[src/rtl/move_link_tx.sv]
// Serial transmitter for a 3-bit paddle move code: start, d0..d2, odd parity, ID, stop.
// Frames go out on a move change, on the first enabled cycle after reset, and as a keepalive.
module move_link_tx #(
  parameter int CLKS_PER_BIT = 868,
  parameter int KEEPALIVE    = 555556,
  parameter bit PLAYER_ID    = 1'b0
) (
  input  logic       clk,
  input  logic       rst_n,
  input  logic [2:0] move_in,
  input  logic       enable,
  output logic       tx,
  output logic       busy,
  output logic       frame_done,
  output logic [2:0] sent_move
);

  // state     | meaning
  // S_IDLE    | line high, trigger evaluated every cycle
  // S_START   | start bit (0)
  // S_DATA    | d0..d2, bit_cnt selects the bit
  // S_PARITY  | odd parity over d0..d2
  // S_ID      | PLAYER_ID
  // S_STOP    | stop bit (1), frame_done pulses on exit

  localparam int BAUD_W = (CLKS_PER_BIT > 1) ? $clog2(CLKS_PER_BIT) : 1;
  localparam int KA_W   = (KEEPALIVE > 1) ? $clog2(KEEPALIVE) : 1;
  localparam logic [BAUD_W-1:0] BAUD_LAST = BAUD_W'(CLKS_PER_BIT - 1);
  localparam logic [KA_W-1:0]   KA_MAX    = KA_W'(KEEPALIVE - 1);

  typedef enum logic [2:0] {
    S_IDLE, S_START, S_DATA, S_PARITY, S_ID, S_STOP
  } state_t;

  state_t            state, state_d;
  logic [BAUD_W-1:0] baud_cnt;
  logic [1:0]        bit_cnt, bit_cnt_d;
  logic [2:0]        data;
  logic              first;
  logic [KA_W-1:0]   ka_cnt;
  logic              bit_done, trigger, start_frame, tx_d;

  assign bit_done    = (baud_cnt == BAUD_LAST);
  assign trigger     = enable && (first || (move_in != sent_move) || (ka_cnt >= KA_MAX));
  assign start_frame = (state == S_IDLE) && trigger;

  always_ff @(posedge clk) begin
    if (!rst_n) state <= S_IDLE;
    else        state <= state_d;
  end

  always_comb begin
    state_d   = state;
    bit_cnt_d = bit_cnt;
    case (state)
      S_IDLE: begin
        bit_cnt_d = '0;
        if (trigger) state_d = S_START;
      end
      S_START:  if (bit_done) state_d = S_DATA;
      S_DATA: begin
        if (bit_done) begin
          if (bit_cnt == 2'd2) begin
            state_d   = S_PARITY;
            bit_cnt_d = '0;
          end else begin
            bit_cnt_d = bit_cnt + 2'd1;
          end
        end
      end
      S_PARITY: if (bit_done) state_d = S_ID;
      S_ID:     if (bit_done) state_d = S_STOP;
      S_STOP:   if (bit_done) state_d = S_IDLE;
      default:  state_d = S_IDLE;
    endcase
  end

  // Line value is derived from the next state so tx can be a plain register.
  always_comb begin
    tx_d = 1'b1;
    case (state_d)
      S_START:  tx_d = 1'b0;
      S_DATA:   tx_d = data[bit_cnt_d];
      S_PARITY: tx_d = ~(^data);
      S_ID:     tx_d = PLAYER_ID;
      default:  tx_d = 1'b1;
    endcase
  end

  always_ff @(posedge clk) begin
    if (!rst_n) begin
      baud_cnt   <= '0;
      bit_cnt    <= '0;
      data       <= '0;
      sent_move  <= '0;
      first      <= 1'b1;
      ka_cnt     <= '0;
      tx         <= 1'b1;
      busy       <= 1'b0;
      frame_done <= 1'b0;
    end else begin
      baud_cnt   <= ((state == S_IDLE) || bit_done) ? '0 : baud_cnt + BAUD_W'(1);
      bit_cnt    <= bit_cnt_d;
      tx         <= tx_d;
      busy       <= (state_d != S_IDLE);
      frame_done <= (state == S_STOP) && bit_done;
      if (start_frame) begin
        data      <= move_in;
        sent_move <= move_in;
        first     <= 1'b0;
        ka_cnt    <= '0;
      end else if (ka_cnt < KA_MAX) begin
        ka_cnt <= ka_cnt + KA_W'(1);
      end
    end
  end

endmodule

[config.mk]
export PLATFORM = sky130hd
export DESIGN_NAME = move_link_tx
export DESIGN_NICKNAME = d
export VERILOG_FILES = /design/src/rtl/move_link_tx.sv
export SDC_FILE = /design/constraint.sdc
export NUM_CORES = 1
export LEC_CHECK = 0
export CAP_MARGIN = 20
export CORE_MARGIN = 4
export CORE_UTILIZATION = 60
export CTS_CLUSTER_SIZE = 16
export DETAILED_ROUTE_END_ITERATION = 8
export DONT_BUFFER_PORTS = 1
export GPL_ROUTABILITY_DRIVEN = 0
export PLACE_DENSITY_LB_ADDON = 0.15
export SETUP_SLACK_MARGIN = 0.1
export SYNTH_ARGS = -nofsm -noshare
export SYNTH_HDL_FRONTEND = slang
export SYNTH_SLANG_ARGS = --single-unit
[constraint.sdc]
create_clock -name clk -period 3.2 [get_ports clk]
set_input_delay 0.32 -clock clk [delete_from_list [all_inputs] [get_ports clk]]
set_output_delay 0.32 -clock clk [all_outputs]
set_load 0.03 [all_outputs]
# Word level (Yosys, flattened, before mapping)
# Cells that the tools add are included.
[classes] n_addsub=3 n_lt_le_gt_ge=3 n_eq_ne=12 muxes=14 n_bitwise=2 reduce_logical=12
[op_table] op="2-to-1 mux 3 bit" n=7
[op_table] op="adder 20 x 1 -> 20 bit, second input constant" n=1
[op_table] op=">= comparator 20 bit, second input constant" n=1
[op_table] op="< comparator 20 bit, second input constant" n=1
[op_table] op="case mux 3 bit (6 select lines)" n=1
[op_table] op="== test 3 x 2 -> 1 bit, second input constant" n=4
[op_table] op="adder 10 x 1 -> 10 bit, second input constant" n=1
[op_table] op="== test 10 bit, second input constant" n=1
[op_table] op="== test 3 bit, second input constant" n=3
[op_table] op="== test 3 x 1 -> 1 bit, second input constant" n=2
[op_table] op="OR reduction 2 bit" n=3
[op_table] op="2-to-1 mux 2 bit" n=2
[op_table] op="case mux 2 bit (2 select lines)" n=1
[op_table] op="logical AND 1 bit" n=3
[op_table] op="zero test 3 bit" n=1
[op_table] op="logical OR 1 bit" n=3
[op_table] op="< comparator 2 x 3 -> 1 bit, second input constant" n=1
[op_table] op="inequality test 3 bit" n=1
[op_table] op="case mux 1 bit (3 select lines)" n=1
[op_table] op="nonzero test 3 bit" n=1
[op_table] op="XOR reduction 3 bit" n=1
[op_table] op="adder 2 x 1 -> 2 bit, second input constant" n=1
[op_table] op="binary-select mux 1 bit (select 2 bit)" n=1
[op_table] op="== test 2 bit, second input constant" n=1
[op_table] op="other kinds (2)" n=3
[word_totals] reg_bits=42 inputBits=6 out_inout_bits=6 elab_cells=55

# Depth between registers and ports, before layout
[depth] depth_word=9 ltp_mapped=9 ltp_nobuf=9

# Least setup slack after synthesis
# OpenSTA, ideal clock, no wires.
[synth_path] path_type="register to register" start="register ka_cnt[0]" end="register ka_cnt[17]" setup_time_ns=0.116 arrival_time_ns=2.150 required_time_ns=3.084 setup_slack_ns=0.934 stages_incl_launch_ff=10 n_path_buf=0 period_less_slack_ns=2.266 path_cell_list="dfxtp_1 ha_1 or4_1 nor2_1 o21ai_1 a211o_4 nor4_4 nand4_1 xor2_1 nor2_2"
[synth_via] elab_chain_len=5 word_cells_on_any_way=7 classes_between="1 x add/sub; 2 x order compare; 4 x reduce/logical"
[synth_rtl] element="start, declared" line_no="40" rtl="logic [KA_W-1:0] ka_cnt;"
[synth_rtl] element="start signal, assigned" line_no="113" rtl="ka_cnt <= ka_cnt + KA_W'(1);"
[synth_rtl] element=">= comparator 20 bit" line_no="44" rtl="assign trigger = enable && (first || (move_in != sent_move) || (ka_cnt >= KA_MAX));"
[synth_rtl] element="logical OR 1 bit" line_no="44"
[synth_rtl] element="logical AND 1 bit" line_no="44"
[synth_rtl] element="logical AND 1 bit" line_no="45" rtl="assign start_frame = (state == S_IDLE) && trigger;"
[synth_rtl] element="OR reduction 2 bit (no line)"
# Several ways; a longest one is shown, not always the timed one.
# A chain may end at the register's enable or synchronous reset.

# Worst setup path after layout
[layout_path] start="register ka_cnt[6]" end="register ka_cnt[6]"
# The elaborated chain is that of the path after synthesis.

==> results.md <==
* Status: complete, no violations
* Ports at 12
* Net Sw Power at 0.000226 W
* CP max stage cell: or4_1
* WP data required at 3.43 ns
* Total Routing Usage GR at 19.3%
* Sum of negative setup slack at 0 ns
* Hold WC Path Type: in -> reg
* Fin crit share at 80.5%
* Port Buffers at 0
* Switch share at 26.1%
* LEAKAGE at 0.791 nW
* Total iterations of the first detailed-routing run at 4
* Skew final at 0.0116 ns
* Share of cells above drive strength 1 at 7.53%
* Hold Path Depth at 1
* Final Setup Violations at 0
* Dominant synthesized flop cell: dfxtp_1
* Compound-gate portion of the synthesized area at 8.44%
* Initial core utilization at 64.9%
* CTS Buf Count at 5
* Post-cts sizing count at 0
* EDFF count, synth at 0
* Syn Std Cell Area at 2050 um^2
* CP Launch Type: flip-flop
* Synthesized instance count at 238
* Synth area leaders: dfxtp_1, nor2_1, xnor2_1, xor2_1, nand2_1
* CP cell instances: or2_1 > or4_1 > or4_1 > a31o_2 > nand2_1 > nor2_1
* Relative slew slack at 57.5%
* Slew @ Worst Pin at 0.636 ns
* Vias in the first global route at 1,539
* Die X at 66.4 um
* DP Wirelength at 2.78 mm
* Drt via density at 5.63
* Register area share after synthesis at 41.1%
* CTS tree: yes
* Critical path class: reg -> reg
* Drt wl/cell at 13.2 um
* Comb power frac at 5.8%
* Area grow syn2layout at 4.46%
* Syn_nets at 246
* Die area at 4410 um^2
* Critical path endpoint category: flip-flop
* Core footprint at 3150 um^2
* Crit path buf inv count at 0
* CP arrival at 2.80 ns
* RSZ-0062 raised after global routing: no
* Clk buf depth at 2
* Synth warn at 0
* Antenna Cells at 0
* # rows at 20
* R2r endpoint: ka_cnt[6]$_SDFFE_PP0N_
* Synth cell count leaders: dfxtp_1, nor2_1, nand2_1, xnor2_1, xor2_1
* Hold_sp: rst_n
* Ys async rst share at 0%
* Library cell with the highest instance count after synthesis: dfxtp_1
* CP max FO at 20
* Detailed-route wire length at 3.72 mm
* Min-Delay Endpoint: tx$_SDFF_PN1_
* Reg power frac at 64.2%
* Total internal power at 0.000642 W
* Final Hold Fails at 0
* Global route overflow at 0
* Register area at 841 um^2
* First-pass GRT wire length at 6.57 mm
* Avg Inst Size Synth at 8.60 um^2
* Vias at 1,593
* Tmin final at 2.57 ns
* Worst R2R Start: ka_cnt[6]$_SDFFE_PP0N_
* Filler cell count at 281
* Placed Cells at 274
* Area of the multi-input gates at 1150 um^2
* NumNets Final at 246
* Max_cap viols at 0
* Worst Reg2Reg Path Length in Cells at 6
* Finished Layout Cells at 283
* Top-area cell type share of the netlist area at 41.1%
* Yosys reg bits at 42
* Post-Synth Simple-Gate Area at 30.2%
* Clk sink count at 42
* DRC Markers at 0
* 1st-iter DRT viols at 116
* Initial antenna violation count at 0
* R2R setup slack at 0.63 ns
* Max Freq at 388 MHz
* Max VDD drop at 270 uV
* Largest family of logic cells by synthesized area: simple AND/OR/NAND/NOR gates
* Critical path's most frequent cell: or4_1
* Pwr Density at 406 nW/um^2
* Largest net degree at the start of global routing at 21
* H-tree levels at 2
* Die height at 66.4 um
* Root Buffer: clkbuf_4
* Clock power share at 30.1%
* Post-route antenna net violation count at 0
* Synth cell types at 46
* Reg clk slew, reported paths at 0.12 ns
* Max-slew violation count at 0
* Cell taking the most area after synthesis: dfxtp_1
* Clk_lat worst skew at 0.36 ns
* Post-synthesis mux area share at 2.51%
* Post-Synth XOR/XNOR Area at 13.7%
* Synth Area in Adders at 1.22%
* Max stage delay on crit path at 0.51 ns
* Worst path top cell family by delay: simple AND/OR/NAND/NOR gates
## cell families after synthesis
group	Yosys count
AO/OA/AOI/OAI	24
AND/OR/NAND/NOR	118
flip-flops	42
XOR/XNOR	32
multiplexers	5
buffers and inverters	15
adder cells (fa/ha/maj)	2
## layer usage
| metal | track usage (%) | routed length [um] |
|---|---|---|
| met3 | 5.61 | 159 |
| met2 | 34.6 | 1950 |
| met1 | 21.6 | 1570 |
| met5 | 0 | 0 |
| met4 | 6.09 | 45 |
## power by group through the flow
stage	registers (W)	logic, W	clock network [W]
floorplan	0.000564	0.0000464	0
global placement	0.000568	0.0000470	0
detailed placement	0.000569	0.0000491	0
CTS	0.000557	0.0000495	0.000271
global route	0.000559	0.0000573	0.000298
finish	0.000557	0.0000501	0.000261
## per-stage QoR
step                      hold WS (ns)  area (um^2)  worst slack (ns)  power (W)  util (%)
final                           0.0481         2140             0.626   0.000868      67.8
after global routing            0.0435         2140             0.441   0.000914      67.8
after floorplan                  0.423         2050             0.934   0.000610         -
after detailed placement         0.394         2070             0.622   0.000618      65.6
after CTS                      0.00738         2130             0.602   0.000878      67.5
after global placement           0.385         2070             0.709   0.000615      65.6
## cell type report
cell class / count / area share [%]
clock inverters: 3 / 0.995
repair buffers: 1 / 0.468
flip-flops and latches: 42 / 39.3
inverters: 7 / 1.23
well taps: 44 / 2.57
multi-input cells: 181 / 53.7
clock buffers: 5 / 1.76
## layout by cell type, fill, tap and decap left out, drive strengths merged, types with 4 or more instances in the layout
master,synthesis,layout
and3,6,6
a21oi,5,5
o21ai,7,7
clkbuf,5,5
nor4,4,4
nand3,10,10
xor2,15,15
dfxtp,42,42
inv,7,7
xnor2,17,17
nand2,25,25
or4,4,4
nor2b,4,4
nor3,4,4
nor2,41,41
mux2i,4,4
nand4,5,5
## worst reg2reg max path, stage by stage (launching register included)
cell     delay, ns
dfxtp_1       0.36
or2_1         0.26
or4_1         0.39
or4_1         0.51
a31o_2        0.31
nand2_1       0.49
nor2_1        0.13
## state kept, by name, indices dropped and copies added, names as in the netlist
signal / flops
tx: 1
bit_cnt: 2
ka_cnt: 20
first: 1
baud_cnt: 10
data: 3
busy: 1
state: 3
frame_done: 1
## worst max path at each step
stage / startpoint / endpoint / slack (ns) / depth (start not counted)
2_1_floorplan: ka_cnt[0]$_SDFFE_PP0N_ / ka_cnt[17]$_SDFFE_PP0N_ / 0.93 / 9
3_3_place_gp: ka_cnt[6]$_SDFFE_PP0N_ / ka_cnt[4]$_SDFFE_PP0N_ / 0.71 / 6
3_5_place_dp: ka_cnt[6]$_SDFFE_PP0N_ / ka_cnt[18]$_SDFFE_PP0N_ / 0.62 / 6
4_1_cts: ka_cnt[6]$_SDFFE_PP0N_ / ka_cnt[6]$_SDFFE_PP0N_ / 0.60 / 6
5_1_grt: baud_cnt[0]$_SDFF_PP0_ / tx$_SDFF_PN1_ / 0.44 / 9
6_report: ka_cnt[6]$_SDFFE_PP0N_ / ka_cnt[6]$_SDFFE_PP0N_ / 0.63 / 6
## what timing repair did
action                    CTS  global route
setup buffers               0             0
hold buffers                0             1
hold endpoints to repair    0             1
Note: power is estimated with default switching activity, not from simulation.
